File: config.mk
export PLATFORM = sky130hd
export DESIGN_NAME = sitcp_xg_tx_arbiter
export DESIGN_NICKNAME = d
export VERILOG_FILES = /design/src/rtl/sitcp_xg_tx_arbiter.sv
export SDC_FILE = /design/constraint.sdc
export NUM_CORES = 1
export LEC_CHECK = 0
export ABC_AREA = 1
export CAP_MARGIN = 0
export CORE_AREA = 3 3 154 156
export CTS_BUF_LIST = sky130_fd_sc_hd__clkbuf_8
export DETAILED_ROUTE_END_ITERATION = 8
export DIE_AREA = 0 0 157 159
export GPL_TIMING_DRIVEN = 0
export MAX_ROUTING_LAYER = met4
export PLACE_DENSITY = 0.71
export SYNTH_ARGS = -nofsm -noshare
export SYNTH_HDL_FRONTEND = slang
export SYNTH_SLANG_ARGS = --single-unit
File: constraint.sdc
create_clock -name XGMII_CLOCK -period 2.5 [get_ports XGMII_CLOCK]
set_input_delay 0.625 -clock XGMII_CLOCK [delete_from_list [all_inputs] [get_ports XGMII_CLOCK]]
set_output_delay 0.625 -clock XGMII_CLOCK [all_outputs]
set_load 0.01 [all_outputs]
File: src/rtl/sitcp_xg_tx_arbiter.sv
// rtl/sitcp_xg_tx_arbiter.sv - round-robin arbiter sharing the SiTCP XG TCP transmit port
module sitcp_xg_tx_arbiter #(
   parameter int NUM_SRC      = 4,
   parameter int MAX_BURST    = 256,
   parameter int IDLE_TIMEOUT = 16
) (
   input  logic                   XGMII_CLOCK,
   input  logic                   RSTn,
   input  logic [NUM_SRC-1:0]     SRC_VALID,
   output logic [NUM_SRC-1:0]     SRC_READY,
   input  logic [NUM_SRC-1:0]     SRC_LAST,
   input  logic [64*NUM_SRC-1:0]  SRC_D,
   input  logic [4*NUM_SRC-1:0]   SRC_B,
   input  logic                   USER_SESSION_ESTABLISHED,
   input  logic                   USER_SESSION_CLOSE_REQ,
   output logic                   USER_SESSION_CLOSE_ACK,
   input  logic                   USER_TX_AFULL,
   output logic [63:0]            USER_TX_D,
   output logic [3:0]             USER_TX_B,
   output logic [2:0]             GNT_ID,
   output logic                   BUSY,
   output logic [31:0]            TX_WORD_CNT
);

   localparam logic [1:0] ST_IDLE  = 2'd0;
   localparam logic [1:0] ST_ARB   = 2'd1;
   localparam logic [1:0] ST_XFER  = 2'd2;
   localparam logic [1:0] ST_CLOSE = 2'd3;

   logic [1:0]  state;
   logic [2:0]  gnt;
   logic [2:0]  ptr;
   logic [2:0]  pick;
   logic        any_valid;
   logic        valid_g;
   logic        last_g;
   logic [63:0] d_g;
   logic [3:0]  b_g;
   logic [3:0]  b_clamp;
   logic        ready_g;
   logic        accept;
   logic [15:0] burst_cnt;
   logic [7:0]  idle_cnt;
   logic        close_ack;
   logic [63:0] tx_d;
   logic [3:0]  tx_b;
   logic [31:0] word_cnt;

   always_comb begin
      valid_g = 1'b0;
      last_g  = 1'b0;
      d_g     = '0;
      b_g     = '0;
      for (int i = 0; i < NUM_SRC; i++) begin
         if (gnt == 3'(i)) begin
            valid_g = SRC_VALID[i];
            last_g  = SRC_LAST[i];
            d_g     = SRC_D[64*i +: 64];
            b_g     = SRC_B[4*i +: 4];
         end
      end
   end

   // Session loss and close request gate READY in the same cycle, not one edge later.
   assign ready_g = (state == ST_XFER) & USER_SESSION_ESTABLISHED
                  & ~USER_SESSION_CLOSE_REQ & ~USER_TX_AFULL;
   assign accept  = ready_g & valid_g;
   assign b_clamp = (b_g > 4'd8) ? 4'd8 : b_g;

   always_comb begin
      SRC_READY = '0;
      for (int i = 0; i < NUM_SRC; i++) begin
         SRC_READY[i] = ready_g & (gnt == 3'(i));
      end
   end

   // Scan from farthest to nearest so the source closest after ptr wins.
   always_comb begin
      pick      = '0;
      any_valid = 1'b0;
      for (int k = NUM_SRC; k >= 1; k--) begin
         if (SRC_VALID[(int'(ptr) + k) % NUM_SRC]) begin
            pick      = 3'((int'(ptr) + k) % NUM_SRC);
            any_valid = 1'b1;
         end
      end
   end

   always_ff @(posedge XGMII_CLOCK) begin
      if (!RSTn) begin
         state     <= ST_IDLE;
         gnt       <= '0;
         ptr       <= 3'(NUM_SRC - 1);
         burst_cnt <= '0;
         idle_cnt  <= '0;
         close_ack <= 1'b0;
         tx_d      <= '0;
         tx_b      <= '0;
         word_cnt  <= '0;
      end else begin
         close_ack <= USER_SESSION_CLOSE_REQ;
         tx_b      <= accept ? b_clamp : 4'd0;
         if (accept) begin
            tx_d <= d_g;
            if (b_g != 4'd0) begin
               word_cnt <= word_cnt + 32'd1;
            end
         end
         if (USER_SESSION_CLOSE_REQ) begin
            state <= ST_CLOSE;
         end else if (!USER_SESSION_ESTABLISHED) begin
            state <= ST_IDLE;
         end else begin
            case (state)
               ST_IDLE: state <= ST_ARB;
               ST_ARB: begin
                  if (any_valid) begin
                     gnt       <= pick;
                     ptr       <= pick;
                     burst_cnt <= '0;
                     idle_cnt  <= '0;
                     state     <= ST_XFER;
                  end
               end
               ST_XFER: begin
                  if (accept) begin
                     burst_cnt <= burst_cnt + 16'd1;
                     idle_cnt  <= '0;
                     if (last_g || burst_cnt == 16'(MAX_BURST - 1)) begin
                        state <= ST_ARB;
                     end
                  end else if (!valid_g) begin
                     idle_cnt <= idle_cnt + 8'd1;
                     if (idle_cnt == 8'(IDLE_TIMEOUT - 1)) begin
                        state <= ST_ARB;
                     end
                  end
               end
               default: state <= ST_IDLE;
            endcase
         end
      end
   end

   assign USER_SESSION_CLOSE_ACK = close_ack;
   assign USER_TX_D              = tx_d;
   assign USER_TX_B              = tx_b;
   assign GNT_ID                 = gnt;
   assign BUSY                   = (state == ST_XFER);
   assign TX_WORD_CNT            = word_cnt;

endmodule

=== Word-level counts from Yosys, hierarchy flattened ===
Index checks and enable logic that the tools add are counted.

* Word-level logic and storage cells: 120
* Input port bits: 285
* Register bits after elaboration: 132

* Eq/ne operators: 14
* Bitwise operators: 16
* Mux-type cells: 52
* Add/subtract/negate cells: 7
* Order comparisons: 5
* Reductions and logical operators: 16

{| class="wikitable"
|+ Operators by type and width
! kind !! number
|-
| 2-to-1 mux 64 bit || 4
|-
| adder 32 x 1 -> 32 bit (second input constant) || 1
|-
| 2-to-1 mux 16 bit || 2
|-
| case mux 16 bit (2 select lines) || 1
|-
| 2-to-1 mux 8 bit || 3
|-
| 2-to-1 mux 1 bit || 20
|-
| 2-to-1 mux 4 bit || 5
|-
| adder 16 x 1 -> 16 bit (second input constant) || 1
|-
| equality test 16 x 8 -> 1 bit (second input constant) || 1
|-
| < comparator 3 x 4 -> 1 bit (second input constant) || 4
|-
| case mux 8 bit (2 select lines) || 1
|-
| 2-to-1 mux 2 bit || 7
|-
| 2-to-1 mux 3 bit || 4
|-
| != test 5 x 4 -> 1 bit (second input constant) || 2
|-
| AND reduction 5 bit || 2
|-
| adder 8 x 1 -> 8 bit (second input constant) || 1
|-
| bitwise AND 1 bit || 8
|-
| binary-select mux 1 bit (select 2 bit) || 4
|-
| equality test 8 x 4 -> 1 bit (second input constant) || 1
|-
| AND reduction 4 bit || 2
|-
| OR reduction 2 bit || 4
|-
| equality test 3 x 2 -> 1 bit (second input constant) || 2
|-
| case mux 2 bit (3 select lines) || 1
|-
| != test 5 x 3 -> 1 bit (second input constant) || 1
|-
| 19 further kinds || 28
|}

=== Logic depth before layout (Yosys ltp) ===
* Depth after elaboration: 14
* Depth in mapped cells: 14

=== Least setup slack after synthesis ===
No wires, ideal clock.

* Path kind: register -> output
* Start point: register state[0]
* End point: output SRC_READY[1]
* Path buffers: 1
* Cell stages (with the launch flop): 8
* Data arrival time: 1499 ps
* Slack: 376 ps
* Data required time: 1875 ps
* Path through: dfxtp_1 -> inv_1 -> ha_1 -> buf_2 -> inv_2 -> nor3_4 -> inv_2 -> nor3_1

* Word-level cells in the longest chain between the ends: 5

{| class="wikitable"
|+ RTL lines
! element !! line !! source
|-
| from (decl) || 30 || <nowiki>logic [1:0] state;</nowiki>
|-
| from (signal assigned) || 91 || <nowiki>state <= ST_IDLE;</nowiki>
|-
| from (signal assigned) || 110 || <nowiki>state <= ST_CLOSE;</nowiki>
|-
| from (signal assigned) || 112 || <nowiki>state <= ST_IDLE;</nowiki>
|-
| equality test 2 bit || -- ||
|-
| net BUSY || 21 || <nowiki>output logic BUSY,</nowiki>
|-
| bitwise AND 1 bit || 65 || <nowiki>assign ready_g = (state == ST_XFER) & USER_SESSION_ESTABLISHED</nowiki>
|-
| bitwise AND 1 bit (2 in series) || 66 || <nowiki>& ~USER_SESSION_CLOSE_REQ & ~USER_TX_AFULL;</nowiki>
|-
| bitwise AND 1 bit || 73 || <nowiki>SRC_READY[i] = ready_g & (gnt == 3'(i));</nowiki>
|-
| to (decl) || 10 || <nowiki>output logic [NUM_SRC-1:0] SRC_READY,</nowiki>
|}

The timed path passes the listed nets, and every way through them passes these cells.

=== Worst setup path after layout ===
* Start point: register state[0]
* End point: output SRC_READY[3]

* Word-level cells in the longest chain between the ends: 5

{| class="wikitable"
|+ RTL lines
! element !! line
|-
| equality test 2 bit || 65
|-
| bitwise AND 1 bit || 65
|-
| bitwise AND 1 bit (2 in series) || 66
|-
| bitwise AND 1 bit || 73
|}

No other way between the ends.

==> out/results.ini <==
[status]
status=finished, final reports clean

[critical_path]
regToRegStartpoint=GNT_ID[1]
setup.worst_path.start_class=flop
rrSetupSlack_ns=0.23
path_buf_inv=5
worst-setup-path-type=reg -> out
critPathTopFamily=buffers and inverters
cpPeakStageDelay_ns=0.37
end_kind=output pin
worst-path-stages=8
crit_end=SRC_READY[3]
cpMaxStageDelayCell=dfxtp_4
r2r_cells=6
crit_chain=inv_4 > ha_4 > inv_6 > nor3_4 > inv_2 > buf_4 > nor2_1 > buf_2
cp.required_ns=1.88
startpoint=state[0]
r2r-end=USER_TX_D[55]
cp_max_fo=10
arrival_ns=1.79

[place]
hpwl_mm=29.7
gp_congestion=0.963
io_buffers=392

[power_and_ir_drop]
leakage_uw=0.00474
p_total_uw=4870
ir_drop_mv=0.242
powerDensity_nw_per_um2=384

[routing]
viasPerCell=5.24
drt_iter0_markers=586
first_pass_iters=8
wl_per_cell_um=19.4
drcViolationCount=0
antenna_left=0
vias=9904
finalWirelength_mm=36.6

[die]
die_y_um=159
ios=394
rows=55
core-area_sq_um=22500
start_util=0.353
dieArea_sq_um=25000
die-width_um=157

[synthesis]
yosysMostFrequentCell=nand2_1
async_flop_share=0
synth_warnings=0
synth_cell_types=37
synthFlopType=dfxtp_1
synth.avg_cell_area_sq_um=6.76
ys_ff_latch=131
yosys.area.top_type_share=0.330
yosysTopAreaCell=dfxtp_1
synth_cells=1173
synth_enable_flop_cells=0
ys_top_cells_by_count=nand2_1 (297), nand3_1 (132), dfxtp_1 (131)
synth_area_leaders=dfxtp_1 (33%), nand2_1 (14%), nand3_1 (8.3%)
syn-cell-area_sq_um=7940
syn-num-nets=1465
ys_seq_area_frac=0.330

[cts]
clock_sinks=131
cts_inserted_buffers=17
root_buffer=clkbuf_8
clk_latency_ns=0.46
clk_pin_slew_ns=0.08
cts_tree=done
htreeDepth=4
cts_buffer_depth=2
ctsHoldBuffers=0

[sta]
tightest_slew_ns=0.651
hold_viol=0
slew_headroom=0.566
period_share=0.967
period_minus_slack_ns=2.42
setup_viol=0
finalMaxSlewViolations=0
skew_ns=0.0111
clock.fmax_mhz=414
whs_ns=0.481

[finish]
register_area_sq_um=2630
multi_input_area_sq_um=4730
layout-drive-gt1-share=0.0737
synthToLayoutAreaGrowth_pct=59.7
fillers=2216
nNetsFinal=1881

[job]
drv_cap=0

[grt]
grt_pass1_vias=9378
grt_pass1_wl_mm=53.2
grt_usage=0.285
antenna_found_initial=2
grt_max_degree=17
grt-ovfl-total=0

[min_path]
hold_path_class=reg -> reg

[state kept, by name (all words and copies together) (netlist names)]
signal                  flops
idle_cnt                    8
TX_WORD_CNT                32
USER_SESSION_CLOSE_ACK      1
ptr                         2
burst_cnt                  16
state                       2
GNT_ID                      2
USER_TX_B                   4
USER_TX_D                  64
[cells in the final DEF, fill, tap and decap left out, types with 23 or more instances in the layout]
cell             count
o21ai_0             50
nand2_1            297
clkdlybuf4s50_1    386
a22o_1              42
clkbuf_1            23
a21oi_1            100
inv_1               46
dfxtp_1            129
nand3_1            132
a21boi_0            42
buf_2               32
nor2_1             103
[worst reg2reg max path: cells and delay by family (launching register included)]
family	cells	cell delay [ns]
compound gates	2	0.39
simple gates	1	0.20
buf+inv	3	1.06
flops	1	0.55
[area by class of cell]
class | instances | area share
multi-input combinational | 913 | 0.373
timing repair buffer | 398 | 0.312
sequential | 131 | 0.207
buffer | 70 | 0.0304
tap | 285 | 0.0281
clock buffer | 22 | 0.0239
inverter | 58 | 0.0180
clock inverter | 10 | 0.00661
antenna | 2 | 0.000395
[per-layer routing]
metal / up-vias / global-route usage / share of wire
li1: 4829 / - / -
met1: 4545 / 0.363 / 0.43
met2: 487 / 0.443 / 0.46
met3: 43 / 0.0758 / 0.092
met4: 0 / 0.0804 / 0.024
met5: - / - / 0
[metrics by stage]
stage	TNS, ns	cells	util	worst slack, ns	area, sq um
3_3_place_gp	-12.05	1850	0.543	-0.741	12200
6_report	0	1889	0.563	0.0825	12700
3_5_place_dp	-18.32	1850	0.543	-0.791	12200
2_1_floorplan	0	1173	-	0.376	7940
4_1_cts	0	1887	0.562	0.000266	12600
5_1_grt	-0.00966	1889	0.563	-0.00966	12700
[power by group]
group / total, uW / switching (uW) / internal [uW]
sequential: 2120 / 15.7 / 2100
combinational: 973 / 392 / 581
clock: 1780 / 871 / 908
[worst min-delay path by stage]
| stage | slack (ns) | depth (start not counted) | end | start |
|---|---|---|---|---|
| floorplan | 0.47 | 2 | burst_cnt[15] | burst_cnt[15] |
| global placement | 0.46 | 2 | USER_TX_D[10] | USER_TX_D[10] |
| detailed placement | 0.47 | 2 | USER_TX_D[52] | USER_TX_D[52] |
| CTS | 0.48 | 2 | USER_TX_D[52] | USER_TX_D[52] |
| global route | 0.50 | 2 | USER_TX_D[48] | USER_TX_D[48] |
| finish | 0.48 | 2 | USER_TX_D[52] | USER_TX_D[52] |
[kinds of logic (layout without fill, tap and decap cells)]
kind of cell,Yosys count,count (layout),synth area share
AO/OA/AOI/OAI,279,279,0.220
XOR/XNOR,35,35,0.0386
adder cells (fa/ha/maj),7,7,0.0110
buffers and inverters,129,558,0.0769
flip-flops,131,131,0.330
other,1,3,0.000473
AND/OR/NAND/NOR,591,591,0.322
[what timing repair did]
item | 4_1_cts | 5_1_grt
resized for setup | 29 | 9
gates cloned | 0 | 0
pin swaps | 3 | 1
setup endpoints to repair | 4 | 3
buffers inserted | 5 | 1
Note: power is estimated with default switching activity, not from simulation.
